`config.mk`:
```
export PLATFORM = sky130hd
export DESIGN_NAME = dotbox_rr_sched
export DESIGN_NICKNAME = d
export VERILOG_FILES = /design/src/rtl/dotbox_pkg.sv /design/src/rtl/dotbox_rr_sched_arb.sv /design/src/rtl/dotbox_rr_sched.sv
export SDC_FILE = /design/constraint.sdc
export NUM_CORES = 1
export LEC_CHECK = 0
export CAP_MARGIN = 20
export CORE_AREA = 2 2 543 545
export DETAILED_ROUTE_END_ITERATION = 12
export DIE_AREA = 0 0 545 547
export GPL_TIMING_DRIVEN = 0
export SYNTH_ARGS = -nofsm -noshare
export SYNTH_HDL_FRONTEND = slang
export SYNTH_HIERARCHICAL = 1
export SYNTH_SLANG_ARGS = --single-unit
export TNS_END_PERCENT = 100
```
`constraint.sdc`:
```
create_clock -name clk -period 8.5 [get_ports clk]
set_input_delay 0.85 -clock clk [delete_from_list [all_inputs] [get_ports clk]]
set_output_delay 0.85 -clock clk [all_outputs]
set_load 0.1 [all_outputs]
```
`src/rtl/dotbox_pkg.sv`:
```
// Shared types and constants for the dotbox scheduler slice.
package dotbox_pkg;

    localparam int LANES  = 8;
    localparam int LANE_W = 16;
    localparam int ACC_W  = 32;

    typedef logic signed [LANES-1:0][LANE_W-1:0] vec_t;

    typedef enum logic [1:0] {
        IDLE,
        ISSUE,
        WAIT,
        RESP
    } sched_state_t;

endpackage

```
`src/rtl/dotbox_rr_sched_arb.sv`:
```
// Combinational round-robin pick: first set request at or above the pointer, wrapping.
module rr_arbiter #(
    parameter int NUM_REQ = 4
) (
    input  logic [NUM_REQ-1:0]         i_req,
    input  logic [$clog2(NUM_REQ)-1:0] i_ptr,
    output logic [NUM_REQ-1:0]         o_gnt,
    output logic [$clog2(NUM_REQ)-1:0] o_idx,
    output logic                       o_any
);

    localparam int IDX_W = $clog2(NUM_REQ);

    int w_j;

    always_comb begin
        o_gnt = '0;
        o_idx = '0;
        o_any = 1'b0;
        w_j   = 0;
        for (int k = 0; k < NUM_REQ; k++) begin
            w_j = int'(i_ptr) + k;
            if (w_j >= NUM_REQ) w_j = w_j - NUM_REQ;
            if (!o_any && i_req[w_j]) begin
                o_any      = 1'b1;
                o_gnt[w_j] = 1'b1;
                o_idx      = IDX_W'(w_j);
            end
        end
    end

endmodule

```
`src/rtl/dotbox_rr_sched.sv`:
```
// Shares one dotbox among NUM_REQ requesters: round-robin accept, start pulse,
// wait for done or timeout, then a one-cycle response to the granted requester.
module dotbox_rr_sched
    import dotbox_pkg::*;
#(
    parameter int NUM_REQ = 4,
    parameter int TIMEOUT = 255
) (
    input  logic                          clk,
    input  logic                          reset,
    input  logic [NUM_REQ-1:0]            req_valid,
    output logic [NUM_REQ-1:0]            req_ready,
    input  vec_t [NUM_REQ-1:0]            req_x,
    input  vec_t [NUM_REQ-1:0]            req_y,
    output logic [NUM_REQ-1:0]            rsp_valid,
    output logic signed [ACC_W-1:0]       rsp_dat,
    output logic signed [LANE_W-1:0]      rsp_dat16,
    output logic                          rsp_err,
    output vec_t                          db_x,
    output vec_t                          db_y,
    output logic                          db_start,
    input  logic signed [ACC_W-1:0]       db_dat,
    input  logic signed [LANE_W-1:0]      db_dat16,
    input  logic                          db_xfc,
    output logic                          busy,
    output logic [$clog2(NUM_REQ)-1:0]    grant_id
);

    localparam int IDX_W = $clog2(NUM_REQ);

    sched_state_t               r_state;
    logic [IDX_W-1:0]           r_ptr;
    logic [IDX_W-1:0]           r_grant_id;
    logic [15:0]                r_timer;
    vec_t                       r_db_x;
    vec_t                       r_db_y;
    logic                       r_db_start;
    logic [NUM_REQ-1:0]         r_rsp_valid;
    logic signed [ACC_W-1:0]    r_rsp_dat;
    logic signed [LANE_W-1:0]   r_rsp_dat16;
    logic                       r_rsp_err;

    logic [NUM_REQ-1:0]         w_gnt;
    logic [IDX_W-1:0]           w_idx;
    logic                       w_any;
    logic [NUM_REQ-1:0]         w_grant_oh;
    logic [IDX_W-1:0]           w_ptr_nxt;
    logic                       w_timeout;

    rr_arbiter #(
        .NUM_REQ (NUM_REQ)
    ) u_arb (
        .i_req (req_valid),
        .i_ptr (r_ptr),
        .o_gnt (w_gnt),
        .o_idx (w_idx),
        .o_any (w_any)
    );

    assign w_grant_oh = NUM_REQ'(1) << r_grant_id;
    assign w_ptr_nxt  = (r_grant_id == IDX_W'(NUM_REQ - 1)) ? '0 : r_grant_id + 1'b1;
    // Timer starts at 0 in the first WAIT cycle; give up on the cycle it would reach TIMEOUT-1.
    assign w_timeout  = (32'(r_timer) + 32'd1) >= (32'(TIMEOUT) - 32'd1);

    always_ff @(posedge clk) begin
        if (reset) begin
            r_state     <= IDLE;
            r_ptr       <= '0;
            r_grant_id  <= '0;
            r_timer     <= '0;
            r_db_x      <= '0;
            r_db_y      <= '0;
            r_db_start  <= 1'b0;
            r_rsp_valid <= '0;
            r_rsp_dat   <= '0;
            r_rsp_dat16 <= '0;
            r_rsp_err   <= 1'b0;
        end else begin
            r_db_start  <= 1'b0;
            r_rsp_valid <= '0;
            case (r_state)
                IDLE: begin
                    if (w_any) begin
                        r_db_x     <= req_x[w_idx];
                        r_db_y     <= req_y[w_idx];
                        r_grant_id <= w_idx;
                        r_db_start <= 1'b1;
                        r_state    <= ISSUE;
                    end
                end
                ISSUE: begin
                    r_timer <= '0;
                    r_state <= WAIT;
                end
                WAIT: begin
                    if (db_xfc) begin
                        r_rsp_dat   <= db_dat;
                        r_rsp_dat16 <= db_dat16;
                        r_rsp_err   <= 1'b0;
                        r_rsp_valid <= w_grant_oh;
                        r_state     <= RESP;
                    end else if (w_timeout) begin
                        r_rsp_dat   <= '0;
                        r_rsp_dat16 <= '0;
                        r_rsp_err   <= 1'b1;
                        r_rsp_valid <= w_grant_oh;
                        r_state     <= RESP;
                    end else begin
                        r_timer <= r_timer + 16'd1;
                    end
                end
                RESP: begin
                    r_ptr   <= w_ptr_nxt;
                    r_state <= IDLE;
                end
                default: r_state <= IDLE;
            endcase
        end
    end

    assign req_ready = (r_state == IDLE && !reset) ? w_gnt : '0;
    assign rsp_valid = r_rsp_valid;
    assign rsp_dat   = r_rsp_dat;
    assign rsp_dat16 = r_rsp_dat16;
    assign rsp_err   = r_rsp_err;
    assign db_x      = r_db_x;
    assign db_y      = r_db_y;
    assign db_start  = r_db_start;
    assign busy      = (r_state != IDLE);
    assign grant_id  = r_grant_id;

endmodule

```
* Yosys cells after proc, flatten, opt, wreduce, memory -nomap -nowiden
Cells that the tools add are included.
W data, S select, Z words.
** Word-level totals
- Flip-flop bits (word level) :: 332
- Input port bits :: 1079
** Operators by class
- Add/subtract/negate cells :: 10
- Order comparisons :: 14
- Equality and inequality tests :: 8
- Shift operators :: 1
- Multiplexer cells :: 58
- Bitwise gates (word level) :: 5
- Reduce and logical (&&, ||, !) cells :: 22
** Operators with widths (count)
- $bmux W128 S2 :: 2
- $mux W128 :: 2
- $mux W32 :: 6
- $ge A32 B1 Y1 const B :: 4
- $lt A32 B4 Y1 const B :: 4
- $ge A32 B4 Y1 const B :: 3
- $sub A32 B4 Y32 const B :: 3
- $mux W16 :: 4
- $pmux W16 S2 :: 1
- $mux W4 :: 7
- $mux W1 :: 19
- $add A16 B1 Y17 const B :: 1
- $ge A17 B8 Y1 const B :: 1
- $add A16 B1 Y16 const B :: 1
- $mux W2 :: 8
- $or A4 B4 Y4 :: 3
- $bmux W1 S2 :: 4
- $demux W1 S2 :: 4
- $logic_and A1 B1 Y1 :: 8
- $pmux W2 S4 :: 1
- $add A2 B2 Y3 const B :: 2
- $eq A2 B2 Y1 const B :: 3
- $reduce_and A2 Y1 :: 3
- $reduce_bool A2 Y1 :: 3
- 15 further kinds :: 21

* Logic depth before layout (Yosys ltp)
- Depth in word-level cells :: 17
- Depth in mapped cells :: 14

* Cells and area by module
The synthesis kept the hierarchy.
** By module, submodules not included
- dotbox_rr_sched :: instances 1, cells each 1755, area each 17787.1 sq um
- rr_arbiter :: instances 1, cells each 48, area each 460.4 sq um

* Worst setup path before layout
OpenSTA, ideal clock, no wires.
- Kind :: input-to-reg
- From :: input req_valid[2]
- To :: register r_db_y, in the netlist db_y[48]
- Data arrival time :: 3.501 ns
- Path slack :: 4.867 ns
- Stages :: 9
- Path buffers :: 4
- Cell sequence :: mux4_1 -> clkbuf_1 -> o31ai_1 -> clkbuf_1 -> clkbuf_1 -> buf_1 -> mux4_2 -> nand2_1 -> a21oi_1
** Between the ends
- Cells in the longest elaborated chain, start to end :: 15
- Elaborated cells on any way between the ends :: 29
** RTL lines
- start: declaration :: RTL line dotbox_rr_sched.sv:11 : input logic [NUM_REQ-1:0] req_valid,
- $bmux W1 S2 :: RTL line dotbox_rr_sched_arb.sv:24 : if (!o_any && i_req[w_j]) begin
- $mux W1 (not written as such) (2 in a row) :: RTL line dotbox_rr_sched_arb.sv:24
- $mux W1 :: RTL line dotbox_rr_sched_arb.sv:24
- $logic_not A1 Y1 :: RTL line dotbox_rr_sched_arb.sv:24
- $logic_and A1 B1 Y1 :: RTL line dotbox_rr_sched_arb.sv:24
- $mux W1 :: RTL line dotbox_rr_sched_arb.sv:24
- $logic_not A1 Y1 :: RTL line dotbox_rr_sched_arb.sv:24
- $logic_and A1 B1 Y1 :: RTL line dotbox_rr_sched_arb.sv:24
- $mux W1 :: RTL line dotbox_rr_sched_arb.sv:24
- $logic_not A1 Y1 :: RTL line dotbox_rr_sched_arb.sv:24
- $logic_and A1 B1 Y1 :: RTL line dotbox_rr_sched_arb.sv:24
- $mux W2 * :: RTL line dotbox_rr_sched_arb.sv:24
- via w_idx[0] :: RTL line dotbox_rr_sched.sv:44 : logic [IDX_W-1:0] w_idx;
- $bmux W128 S2 * :: RTL line dotbox_rr_sched.sv:85 : r_db_y <= req_y[w_idx];
- $mux W128 (not written as such) * :: RTL line dotbox_rr_sched.sv:85
- end signal: assignment :: RTL line dotbox_rr_sched.sv:85
- end: declaration :: RTL line dotbox_rr_sched.sv:36 : vec_t r_db_y;
The timed path passes the listed nets; every way through them passes the cells marked *. The select of a mux whose other input is x is not followed.
A chain may end at the register's enable or synchronous reset.

* Worst setup path in the final report
- From :: register r_ptr[1]
- To :: register r_db_x, in the netlist db_x[84]
** Between the ends
- Cells in the longest elaborated chain, start to end :: 17
- Elaborated cells on any way between the ends :: 44
** RTL lines
- start: declaration :: RTL line dotbox_rr_sched.sv:32 : logic [IDX_W-1:0] r_ptr;
- start signal: assignment :: RTL line dotbox_rr_sched.sv:113 : r_ptr <= w_ptr_nxt;
- branches (longest 14 deep; another with $sub A32 B4 Y32)
- $mux W2 * :: RTL line dotbox_rr_sched_arb.sv:24
- via w_idx[1] :: RTL line dotbox_rr_sched.sv:44
- $bmux W128 S2 * :: RTL line dotbox_rr_sched.sv:84 : r_db_x <= req_x[w_idx];
- $mux W128 (not written as such) * :: RTL line dotbox_rr_sched.sv:84
- end signal: assignment :: RTL line dotbox_rr_sched.sv:84
- end: declaration :: RTL line dotbox_rr_sched.sv:35 : vec_t r_db_x;
Mark *: on every way through the listed nets, which the timed path passes. The select of a mux whose other input is x is not followed.

==> impl_metrics.toml <==
[status]
status = "complete, no violations"

[sta]
final_max_slew_viol_count = 0
max_slew_margin_pct = 18.19
worstMarginPinSlew_ns = 1.223
max_freq_mhz = 179.9
fin_crit_ns = 5.558
fin_worst_hold_slack_ns = 0.4519
hold_viol_final = 0
tns_ns = 0
rsz0062_at_grt = "no"
fin_worst_skew_ns = 0.07543
period_share_pct = 65.39
setup_viol_count_final = 0

[routing]
firstDrtPassIters = 5
drt_iter0_drc = 2326
vias_per_cell = 3.263
wirelength_um = 256900
drc = 0
wl_per_cell_um = 34.94
ant_nets = 0
vias = 24000

[place]
dp_cells = 7153
gp_congestion = 1.052
port_buffers = 1394
dp_hpwl_um = 234600

[worst_setup_path]
max_stage_delay_ns = 0.82
cp.arrival_ns = 6.06
critPathLaunchType = "register"
critPathMaxFanout = 12
end_kind = "register"
cp_cell_sequence = "inv_1 -> ha_1 -> mux4_2 -> buf_6 -> o311ai_0 -> a32o_1 -> clkbuf_1 -> buf_1 -> clkbuf_1 -> mux4_2 -> nand2_1 -> a21oi_1"
critical_path_required_ns = 9.00
crit_type = "reg -> reg"
slowest_stage = "buf_1"

[power_and_ir_drop]
p_leak_nw = 12.79
power_mw = 15.31
vdd_ir_drop_max_v = 0.0002711
power.density_nw_per_um2 = 385.1

[die]
start_util_pct = 6.237
row_count = 199
dieWidth_um = 545
num_io_pins = 1396
core_area_um2 = 292600
die_h_um = 547
dieArea_um2 = 298100

[synthesis]
synth_top_cell_by_area = "dfxtp_1"
ys_top_cells_by_area = "dfxtp_1 36%, mux4_2 32%, nand2_1 11%, a21oi_1 7.3%, clkbuf_1 2.5%"
synth.distinct_cells = 53
async_flop_share_pct = 0
synth.top_cell.area_share_pct = 36.42
synth_edf_count = 0
yosys_most_used_dff = "dfxtp_1"
ys_seq_elements = 332
netlist_area_um2 = 18250
avgSynthCellArea_um2 = 10.12
syn_inst = 1803
synth-seq-area-share_pct = 36.42
yosys_warnings = 6
syn-num-nets = 2901
ys_top_cells_by_count = "526 x nand2_1, 332 x dfxtp_1, 267 x a21oi_1"
synth_most_common_cell = "nand2_1"

[clock_tree]
clock_sinks = 332
cts_resized = 0
root_buffer = "clkbuf_16"
cts_tree = "yes"
cts_hold_buffers = 0
htreeDepth = 2
clock_path_buffers = 3
cts_buffers = 47
clk_latency_ns = 0.71
post_cts_buffers = 0
clk_pin_slew_ns = 0.06

[final_layout]
drive_gt1_share_pct = 12.81
multi_input_area_um2 = 10830
fin_cells = 7354
seq_area_um2 = 6646
syn_to_final_growth_pct = 117.9
fillers = 33260
fin_nets = 4381

[hold_path]
hold_class = "reg -> reg"

[global_routing]
grt_max_degree = 14
grt_pass1_vias = 22100
antenna_found_initial = 359
grt-ovfl-total = 0
use_met3_pct = 11.45
use_met2_pct = 24.69
track_usage_pct = 16.52
grt-busiest-layer = "met2"
grt_pass1_wl_um = 300900
grt_use_met1_pct = 18.49

[run]
max_cap_viol_count = 0
[state kept, by name (all words and copies together) (netlist names)]
name	flops
r_timer	16
r_ptr	2
rsp_dat	32
db_x	128
r_state	2
rsp_valid	4
db_y	128
rsp_dat16	16
grant_id	2
db_start	1
rsp_err	1
[worst paths after layout]
check / startpoint / slack (ns) / endpoint / depth (start not counted)
min: db_y[12] / 0.45 / db_y[12] / 2
max: r_ptr[1] / 2.94 / db_x[84] / 12
min reg2reg: db_y[12] / 0.45 / db_y[12] / 2
max reg2reg: r_ptr[1] / 2.94 / db_x[84] / 12
[layout make-up]
| cell class | instances | share of cell area [%] |
|---|---|---|
| antenna | 116 | 0.7301 |
| buffer | 168 | 1.819 |
| clock buffer | 63 | 3.314 |
| clock inverter | 22 | 0.7301 |
| inverter | 16 | 0.1511 |
| multi-input combinational | 1287 | 27.23 |
| sequential | 332 | 16.72 |
| tap | 3919 | 12.33 |
| timing repair buffer | 1431 | 36.97 |
[logic make-up (layout without fill, tap and decap cells)]
family	count (synthesis)	after routing	share of synthesized area, %
XOR/XNOR	6	6	0.2880
buffers and inverters	184	1700	4.238
adder cells (fa/ha/maj)	19	19	1.303
AO/OA/AOI/OAI	356	356	11.04
flip-flops	332	332	36.42
AND/OR/NAND/NOR	639	639	14.16
other	0	116	0
multiplexers	267	267	32.55
[metal layers]
layer / wire length (um) / vias to the layer above / part of all wire, %
met5: 1771 / - / 0.69
met4: 9898 / 270 / 3.9
met3: 41610 / 699 / 16
met2: 107800 / 1897 / 42
met1: 95840 / 11410 / 37
li1: - / 9725 / -
[critical path: cells and delay by family, from the launching register on]
kind                       cells  cell delay, ns
buffers and inverters          5            2.36
and+or+nand+nor                1            0.43
adders and majority gates      1            0.43
DFF                            1            0.72
muxes                          2            0.74
AOI/OAI and AO/OA              3            0.65
[per-stage QoR]
stage	area, um2	setup WS, ns	util (%)
final	39760	2.942	13.59
after detailed placement	37860	2.667	12.94
after global routing	39580	2.758	13.53
after global placement	37100	2.081	12.68
after floorplan	18250	4.867	-
after CTS	39470	2.797	13.49
[layout by cell type (no fill, tap or decap), drive strengths merged, types with 4 or more instances in the layout]
cell           count
clkbuf           185
bufinv             4
mux4             260
ha                19
nand3              5
a21o               4
nor3               5
o21ai             10
a21oi            267
nor2              61
nand2            526
clkinv            10
dfxtp            332
a22oi             56
buf               86
nand4b             4
and2              14
mux2i              5
nor3b              5
diode            116
clkdlybuf4s50   1391
nand4              5
inv               22
[where the power goes]
part	switching, mW	leakage [nW]	total (mW)	internal (mW)
sequential	0.350	2.73	2.47	2.12
combinational	7.75	9.27	10.7	2.96
clock	0.921	0.783	2.14	1.22
total	9.02	12.8	15.3	6.29
Power figures use the tool's default switching activity.
